File: src/rtl/prog_loader.sv
// +----------------------------------------------------------------------------+
// | prog_loader: buffers instruction/operand pairs and streams them, preceded  |
// | by a start address, into the processor's data_in; then raises start.       |
// | Revision: 1.0                                                              |
// +----------------------------------------------------------------------------+
`default_nettype none

module prog_loader #(
  parameter int AW    = 4,
  parameter int DEPTH = 2**AW
) (
  input  logic          clk,
  input  logic          rst,
  input  logic          wr_en,
  input  logic [AW-1:0] wr_addr,
  input  logic [7:0]    wr_instr,
  input  logic [7:0]    wr_oper,
  input  logic [7:0]    base_addr,
  input  logic [AW:0]   count,
  input  logic          go,
  output logic [7:0]    data_out,
  output logic          data_valid,
  output logic          start,
  output logic          busy,
  output logic          done
);

  typedef enum logic [2:0] {
    IDLE  = 3'd0,
    ADDR  = 3'd1,
    INSTR = 3'd2,
    OPER  = 3'd3,
    RUN   = 3'd4
  } state_t;

  localparam logic [AW:0] DEPTH_C = (AW+1)'(DEPTH);

  state_t        state, state_n;
  logic [7:0]    instr_mem [DEPTH];
  logic [7:0]    oper_mem  [DEPTH];
  logic [7:0]    base, base_n;
  logic [AW:0]   cnt, cnt_n;
  logic [AW-1:0] idx, idx_n;
  logic [7:0]    data_n;
  logic          valid_n, start_n, busy_n, done_n;
  logic          quiet;
  logic          accept;
  logic          wr_ok;

  // busy also covers the first RUN cycle, while the last byte is still on the bus
  assign quiet  = (state == IDLE || state == RUN) && !busy;
  assign accept = go && quiet;
  assign wr_ok  = wr_en && quiet;

  // The buffer is deliberately left out of reset.
  always_ff @(posedge clk) begin
    if (wr_ok) begin
      instr_mem[wr_addr] <= wr_instr;
      oper_mem[wr_addr]  <= wr_oper;
    end
  end

  always_comb begin
    state_n = state;
    base_n  = base;
    cnt_n   = cnt;
    idx_n   = idx;
    data_n  = 8'd0;
    valid_n = 1'b0;
    start_n = 1'b0;
    done_n  = 1'b0;
    case (state)
      IDLE: begin
        if (accept) begin
          base_n  = base_addr;
          cnt_n   = (count > DEPTH_C) ? DEPTH_C : count;
          idx_n   = '0;
          state_n = ADDR;
        end
      end
      ADDR: begin
        data_n  = base;
        valid_n = 1'b1;
        state_n = (cnt == '0) ? RUN : INSTR;
      end
      INSTR: begin
        data_n  = instr_mem[idx];
        valid_n = 1'b1;
        state_n = OPER;
      end
      OPER: begin
        data_n  = oper_mem[idx];
        valid_n = 1'b1;
        if ({1'b0, idx} == cnt - (AW+1)'(1)) begin
          state_n = RUN;
        end else begin
          idx_n   = idx + 1'b1;
          state_n = INSTR;
        end
      end
      RUN: begin
        if (accept) begin
          base_n  = base_addr;
          cnt_n   = (count > DEPTH_C) ? DEPTH_C : count;
          idx_n   = '0;
          state_n = ADDR;
        end else begin
          start_n = 1'b1;
          done_n  = !start;
        end
      end
      default: state_n = IDLE;
    endcase
    busy_n = valid_n || (state_n inside {ADDR, INSTR, OPER});
  end

  always_ff @(posedge clk) begin
    if (!rst) begin
      state      <= IDLE;
      base       <= 8'd0;
      cnt        <= '0;
      idx        <= '0;
      data_out   <= 8'd0;
      data_valid <= 1'b0;
      start      <= 1'b0;
      busy       <= 1'b0;
      done       <= 1'b0;
    end else begin
      state      <= state_n;
      base       <= base_n;
      cnt        <= cnt_n;
      idx        <= idx_n;
      data_out   <= data_n;
      data_valid <= valid_n;
      start      <= start_n;
      busy       <= busy_n;
      done       <= done_n;
    end
  end

endmodule

`default_nettype wire

File: config.mk
export PLATFORM = sky130hd
export DESIGN_NAME = prog_loader
export DESIGN_NICKNAME = d
export VERILOG_FILES = /design/src/rtl/prog_loader.sv
export SDC_FILE = /design/constraint.sdc
export NUM_CORES = 1
export LEC_CHECK = 0
export CORE_ASPECT_RATIO = 0.5
export CORE_MARGIN = 8
export CORE_UTILIZATION = 30
export CTS_CLUSTER_SIZE = 40
export DETAILED_ROUTE_END_ITERATION = 8
export HOLD_SLACK_MARGIN = 0.05
export MAX_ROUTING_LAYER = met4
export PLACE_DENSITY = 0.56
export SYNTH_ARGS = -nofsm -noshare
export SYNTH_HDL_FRONTEND = slang
export SYNTH_SLANG_ARGS = --single-unit
File: constraint.sdc
create_clock -name clk -period 6.78 [get_ports clk]
set_input_delay 1.017 -clock clk [delete_from_list [all_inputs] [get_ports clk]]
set_output_delay 1.017 -clock clk [all_outputs]
set_load 0.02 [all_outputs]
; Word-level counts from Yosys, hierarchy flattened
; Memories as Yosys holds them, arrays and structs flattened. A register that Yosys moved wholly into a read port is not among the register bits.
; Index checks and enable logic that the tools add are counted.
[op_classes]
reduce_logical = 17
n_eq_ne = 10
addsub = 2
bitwise_logic = 2
muxes = 17
n_lt_le_gt_ge = 1
[op_table]
columns = operator, count
row1 = 2-to-1 mux 4 bit, 6
row2 = one-hot mux 8 bit (3 select lines), 1
row3 = "equality test 3 x 2 -> 1 bit, second input constant", 4
row4 = one-hot mux 3 bit (4 select lines), 1
row5 = 2-to-1 mux 3 bit, 3
row6 = one-hot mux 4 bit (2 select lines), 1
row7 = "equality test 3 x 1 -> 1 bit, second input constant", 2
row8 = OR reduction 3 bit, 2
row9 = equality test 4 x 5 -> 1 bit, 1
row10 = "> comparator 5 bit, second input constant", 1
row11 = logical NOT 5 bit, 1
row12 = 2-to-1 mux 5 bit, 1
row13 = "subtractor 5 x 1 -> 5 bit, second input constant", 1
row14 = "adder 4 x 1 -> 4 bit, second input constant", 1
row15 = 2-to-1 mux 1 bit, 4
row16 = AND reduction 2 bit, 2
row17 = "equality test 3 bit, second input constant", 1
row18 = logical AND 1 bit, 3
row19 = logical NOT 3 bit, 1
row20 = AND reduction 3 bit, 1
row21 = nonzero test 3 bit, 1
row22 = logical NOT 1 bit, 2
row23 = logical OR 1 bit, 2
row24 = "!= test 2 x 1 -> 1 bit, second input constant", 1
row25 = 4 further kinds, 5
[word_totals]
memories = 2
register_bits = 32
inputBits = 37
mem_bits_rw = 256
[memory_table]
columns = memory, words, width, read_ports, rd_ports_with_merged_regs, wr, line
row1 = instr_mem, 16, 8, 1, 1, 1, 39  ; logic [7:0] instr_mem [DEPTH];
row2 = oper_mem, 16, 8, 1, 1, 1, 40  ; logic [7:0] oper_mem [DEPTH];

; Depth between registers and ports, before layout
[logic_depth]
word_depth = 9
ltp_mapped = 8
depth_no_buf = 7

; Worst setup path before layout
; OpenSTA, ideal clock, no wires.
[synth_path]
path_kind = input to register
startpoint = input port wr_addr[3]
endpoint = memory instr_mem[0][0], enable pin
t_arrival_ns = 2.583
setup_slack_ns = 3.787
setup_time_ns = 0.409
cell_stages = 2
cell_sequence = or3_1 nor3_1
[synth_rtl]
columns = element, line
row1 = start: declaration, 15  ; input logic [AW-1:0] wr_addr,
row2 = end: declaration, 39
; No word-level cell before the write port.

; Worst setup path in the final report
[layout_path]
startpoint = input port wr_en
endpoint = memory oper_mem[0][4], enable pin
[layout_via]
elab_chain_cells = 3
[layout_rtl]
columns = element, line
row1 = start: declaration, 14  ; input logic wr_en,
row2 = logical AND 1 bit, 53  ; assign wr_ok = wr_en && quiet;
row3 = 2-to-1 mux 1 bit, 57  ; if (wr_ok) begin
row4 = 2-to-1 mux 1 bit (not written as such), 59  ; oper_mem[wr_addr] <= wr_oper;
row5 = end: declaration, 40
; No other way between the ends.

==> key figures <==
Routing
  – Antenna viol nets, final: 0
  – Avg WL per Cell: 22.4 um
  – DR vias: 5913
  – WL final: about 27000 um
  – Drt drc: 0
  – Drt first pass iters: 5
  – 1st-iter DRT viols: 507
  – Vias per cell: 4.89

Finish
  – Nets@finish: around 730
  – Fraction of layout cells with a size suffix above 1: 13.6%
  – Fin area: 0.0132 sq mm
  – P&R area growth vs syn: 16.8%

Floorplanning
  – Die area: 0.0447 sq mm
  – FP Rows: 50
  – Top Ports: slightly below 50
  – Die H: between 150 and 200 um
  – Core Footprint: 0.0373 sq mm
  – Initial core utilization: 30.4%
  – Chip width: 291 um

Clock tree
  – Worst-skew pair later-pin latency: about 0.54 ns
  – CTS hold repair buffers: 0
  – TritonCTS Sinks: slightly below 300
  – TritonCTS Buffers: 28
  – CTS tree: built
  – Cts repair resizes: 0
  – H-Tree Depth: 1
  – Clk root buf: clkbuf_16
  – Clock-pin slew on the worst setup and hold paths: 0.06 ns
  – Worst-case clock buffer depth: 3
  – Postcts setup bufs: 0

Timing
  – Setup TNS Final: 0 ns
  – Crit share post-route: 43.2%
  – RSZ-0062 raised after global routing: false
  – # setup viols final: 0
  – Max-slew headroom: 12.4%
  – Fmax: between 0.3 and 0.4 GHz
  – Post-layout min period: 2.93 ns
  – Hold Vio Cnt, Final: 0
  – Clock skew: 0.0177 ns
  – Slew Viols, Final: 0
  – Worst slew pin tran: between 1 and 1.5 ns

Global routing
  – Initial antenna violation count: 0
  – Largest net degree at the start of global routing: 40
  – GRT Overall Usage: 12.0%
  – Grt total ovfl: 0
  – Vias in the first global route: 6009
  – Most Used Layer, Global Route: met2
  – GR Layer Usage met1: between 10% and 20%
  – GR Util met3: 1.69%
  – Routing usage on met2: ~20%
  – First-pass GRT wire length: 39500 um

Place
  – Dpl hpwl: 17900 um
  – I/O Buffers: 48
  – Area after DPL: roughly 0.012 sq mm
  – GP Congestion: 0.849

Critical path
  – Arr. time, crit path: 3.07 ns
  – Worst-case reg-to-reg path depth: 4
  – Max FO, Critical Path: 16
  – CP required: ~7 ns
  – R2R setup slack: around 4.0 ns
  – FF-to-FF End: oper_mem[0][4]
  – Critical path class: in2reg
  – CP endpoint kind: flop
  – Reg-to-Reg Start: state[1]
  – Setup crit start kind: primary input

Logic synthesis
  – Mean Syn Cell Area: 17.8 sq um
  – Synth Cell Area: ~0.011 sq mm
  – Yosys warning count: 0
  – Ys async rst share: 0%
  – EDFF count, synth: ~260
  – Register area share after synthesis: 74.1%
  – Ys flop type: edfxtp_1
  – Number of synthesized register bits: between 200 and 300
  – Syn Nets: slightly below 700
  – Cells after Synth: about 640
  – Netlist cell types: 45

Power and ir drop
  – Pwr per Cell Area: 278 mW/mm^2
  – P_leak: 3.91 nW
  – VDD IR max: 0.000172 V

Worst hold path
  – Cell count of the worst hold path: 1
  – HP Start: start
  – Hold endpoint: done
  – Min-delay worst type: reg2reg

Flow run
  – Max-Cap Viols: 0

Outcome
  – Status: completed
## critical path, cell delays in order
cell and delay, ns:
clkdlybuf4s50_1 0.51, nand2_1 0.08, or3_1 0.47, nor3_2 0.98
## kinds of logic (layout without fill, tap and decap cells)
kind of cell,Yosys count,after routing,share of synthesized area (%)
flip-flops,292,292,74.1
AND/OR/NAND/NOR,111,111,4.82
multiplexers,97,97,12.1
AO/OA/AOI/OAI,92,92,6.17
buffers and inverters,36,112,1.93
XOR/XNOR,8,8,0.618
adder cells (fa/ha/maj),2,2,0.221
other,0,1,0
## power breakdown
part | internal [mW] | switching [mW]
Combinational | 0.0538 | 0.105
Sequential | 1.99 | 0.0168
Clock | 0.895 | 0.628
Total | 2.93 | 0.750
## per-stage QoR
step	hold slack, ns	setup WS, ns	util (%)	total power [mW]	std cells
after detailed placement	0.424	3.28	33.1	2.20	1156
final	0.433	3.85	35.5	3.68	1209
after CTS	0.438	3.83	35.5	3.71	1208
after global routing	0.461	3.74	35.5	3.79	1208
after floorplan	0.443	3.79	-	2.11	638
after global placement	0.416	3.29	33.1	2.20	1156
## worst max-delay path by stage
| stage | from | endpoint | slack (ns) | cells after the start |
|---|---|---|---|---|
| final | wr_en | oper_mem[0][4] | 3.85 | 4 |
| after global routing | wr_en | oper_mem[0][6] | 3.74 | 4 |
| after CTS | wr_en | instr_mem[0][7] | 3.83 | 4 |
| after detailed placement | wr_en | oper_mem[0][6] | 3.28 | 4 |
| after global placement | wr_en | oper_mem[0][6] | 3.29 | 4 |
| after floorplan | wr_addr[3] | instr_mem[0][0] | 3.79 | 2 |
## placed cells by master (no fill, tap or decap), types with 4 or more instances in the layout
master / count
edfxtp_1: 256
mux2i_1: 64
clkdlybuf4s50_1: 48
a22oi_1: 46
nand2_1: 35
dfxtp_1: 35
mux4_2: 32
clkbuf_16: 29
nor2_1: 16
a21boi_0: 14
nor2_2: 12
clkbuf_1: 10
nand3_1: 9
nand3b_1: 8
a21o_1: 8
a31oi_1: 7
clkinv_1: 7
buf_4: 7
xnor2_1: 6
a32oi_1: 6
inv_1: 5
nor3_2: 5
nand4_1: 5
nand2b_1: 4
## state kept, by name (all words and copies together), names as in the netlist, named ones only
register / cells
idx: 4
data_valid: 1
state: 3
start: 1
oper_mem: 128
busy: 1
cnt: 5
base: 8
instr_mem: 128
done: 1
data_out: 8
## Yosys cell counts, types with 8 or more instances
cell type,count,area [sq um]
nor2_1,28,105
mux4_2,32,721
edfxtp_1,256,7690
nand3b_1,8,60.1
nand3_1,9,45.0
a21boi_0,14,105
a22oi_1,46,345
mux2i_1,64,641
clkbuf_1,13,48.8
nand2_1,35,131
dfxtp_1,36,721
a21o_1,8,60.1
## metal layers
layer	routed length (um)	part of all wire, %	vias up
met3	1390	5.1	48
met4	658	2.4	0
li1	-	-	2654
met2	13200	49	166
met5	0	0	-
met1	11800	44	3045
## area by class of cell
type	instances	area [sq um]
antenna	1	2.50
clock buffer	39	763
clock inverter	13	131
fill	3434	24100
inverter	5	18.8
multi-input combinational	310	2760
sequential	292	8410
tap	494	618
timing repair buffer	55	533
Note: power is estimated with default switching activity, not from simulation.
==> patch (config.mk and constraints unchanged) <==
`AW`: 4 -> 2.
--- a/src/rtl/prog_loader.sv
+++ b/src/rtl/prog_loader.sv
@@ -6,7 +6,7 @@
 `default_nettype none
 
 module prog_loader #(
-  parameter int AW    = 4,
+  parameter int AW    = 2,
   parameter int DEPTH = 2**AW
 ) (
   input  logic          clk,
Ports: changed (resized count and wr_addr); port bits go from 49 to 45. The function was not compared with the original's and may differ.
==> patch against the original RTL <==
Critical path depth decreased by 1. Setup slack improved by 0.14 ns. Routed wire length decreased by 73%. Die area decreased by 64%. Sequential share of layout area decreased by 7.8 points. Clock skew decreased by 0.011 ns. Sequential cell count decreased by 198. Non-clock buffer count decreased by 9. Core utilization increased by 2.8 points. Final area decreased by 66%. Clock power decreased by 68%. Power decreased by 67%. Synthesized area decreased by 68%. Largest cell class unchanged.
==> patch: results (changes against the original RTL) <==
clocking:
  clk_pin_slew_ns: 0.06  # about the same
  cts-buffers-inserted: 9  # was 28
  cts_buffer_depth: 2  # was 3
  cts_root_buf: "clkbuf_16"  # unchanged
  cts_setup_buffers: 0  # unchanged
  ctsResizeCount: 0  # unchanged
  clk_latency_ns: 0.34  # was 0.54 ns
  cts_htree_levels: 3  # was 1
placed_design:
  dp_hpwl_um: 5110  # was 17900 um
  gp_congestion: 0.718  # was 0.849
  port_buffers: 44  # was 48
  placed_area_um2: 4230  # was 12300 um^2
outcome:
  status: "complete, no violations"  # unchanged
synthesis:
  yosysMostFrequentCell: "edfxtp_1"  # unchanged
  synthTopCellsByCount: "edfxtp_1 (64), nand2_1 (39), dfxtp_1 (30)"  # was edfxtp_1 (256), mux2i_1 (64), a22oi_1 (46)
  yosysSeqAreaShare: 0.689  # was 0.741
  synth_fp_nets: 282  # was 677
  async_flop_share: 0  # unchanged
  synth_cell_types: 38  # was 45
  ys_warn_count: 0  # unchanged
  synth_area_leaders: "edfxtp_1 (53%), dfxtp_1 (16%), mux2_2 (4.9%)"  # was edfxtp_1 (68%), dfxtp_1 (6.4%), mux4_2 (6.4%)
  synth_edf_count: 64  # was 256
global_route:
  antenna_found_initial: 0  # unchanged
  grt_max_degree: 25  # was 40
  grt_pass1_vias: 2304  # was 6009
  grt_pass1_wl_um: 11800  # was 39500 um
  grtUsageTotal: 0.100  # was 0.120
drt:
  wl_um: 7370  # was 27000 um
  drt_iter0_drc: 94  # was 507
  drt_first_pass_iters: 4  # was 5
  vias: 2059  # was 5913
pwr:
  p_sw_w: 0.000252  # was 0.000750 W
  power.leakage_nw: 1.47  # was 3.91 nW
  ir_drop_mv: 0.110  # was 0.172 mV
layout:
  final_nets: 324  # was 731
  antenna_cells: 0  # was 1
  largestRegisters: "instr_mem x32, oper_mem x32"  # was instr_mem x128, oper_mem x128
  drive_gt1_frac: 0.153  # was 0.136
setup_path:
  slowest_delay_ns: 0.84  # was 0.98 ns
  cp_top_family: "simple AND/OR/NAND/NOR gates"  # unchanged
  slowest_stage: "and3_1"  # was nor3_2
  cp_max_fo: 16  # unchanged
  arrival_ns: 2.75  # was 3.07 ns
timing:
  worst_slew_pin_slew_ns: 1.15  # was 1.31 ns
  fin_skew_ns: 0.00690  # was 0.0177 ns
hold_path:
  hp-class: "reg2reg"  # unchanged
die:
  dieArea_um2: 16200  # was 44700 um^2
## patch: metrics by stage
step | utilization | setup WS [ns] | instances
after CTS | 0.382 | 3.91 | 459
after global placement | 0.357 | 3.66 | 443
after detailed placement | 0.357 | 3.55 | 443
after floorplan | - | 3.70 | 247
final | 0.382 | 3.98 | 459
after global routing | 0.382 | 3.74 | 459
## patch: worst paths after layout
kind	slack (ns)	from	cells after the start	endpoint
max reg2reg	4.61	state[1]	2	instr_mem[3][1]
max	3.98	wr_en	3	instr_mem[3][1]
min reg2reg	0.43	start	1	done
min	0.43	start	1	done
## patch: power by group through the flow
stage,clock [W],combinational (W),sequential (W)
global route,0.000525,0.0000892,0.000648
CTS,0.000501,0.0000828,0.000646
finish,0.000486,0.0000810,0.000645
global placement,0,0.0000799,0.000657
detailed placement,0,0.0000823,0.000658
floorplan,0,0.0000444,0.000655
## patch: final cells by class
class                   instances  area (um^2)
fillers                      1144         7320
flip-flops and latches         94         2520
multi-input cells             133         1030
repair buffers                 46          455
clock buffers                  11          233
well taps                     165          206
clock inverters                 5         58.8
inverters                       5         18.8
## patch: cell families (layout without fill, tap and decap cells)
family / after synthesis / count (layout) / share of synthesized area
flip-flops: 94 / 94 / 0.689
AND/OR/NAND/NOR: 70 / 70 / 0.101
AO/OA/AOI/OAI: 32 / 32 / 0.0615
multiplexers: 26 / 26 / 0.104
buffers and inverters: 20 / 67 / 0.0308
XOR/XNOR: 3 / 3 / 0.00718
adder cells (fa/ha/maj): 2 / 2 / 0.00684
## patch: per-layer routing
| layer | vias to the layer above | wire, um | global-route usage |
|---|---|---|---|
| met4 | 0 | 116 | 0.0349 |
| li1 | 997 | - | - |
| met1 | 1030 | 3100 | 0.107 |
| met5 | - | 0 | - |
| met3 | 7 | 243 | 0.0335 |
| met2 | 25 | 3900 | 0.174 |
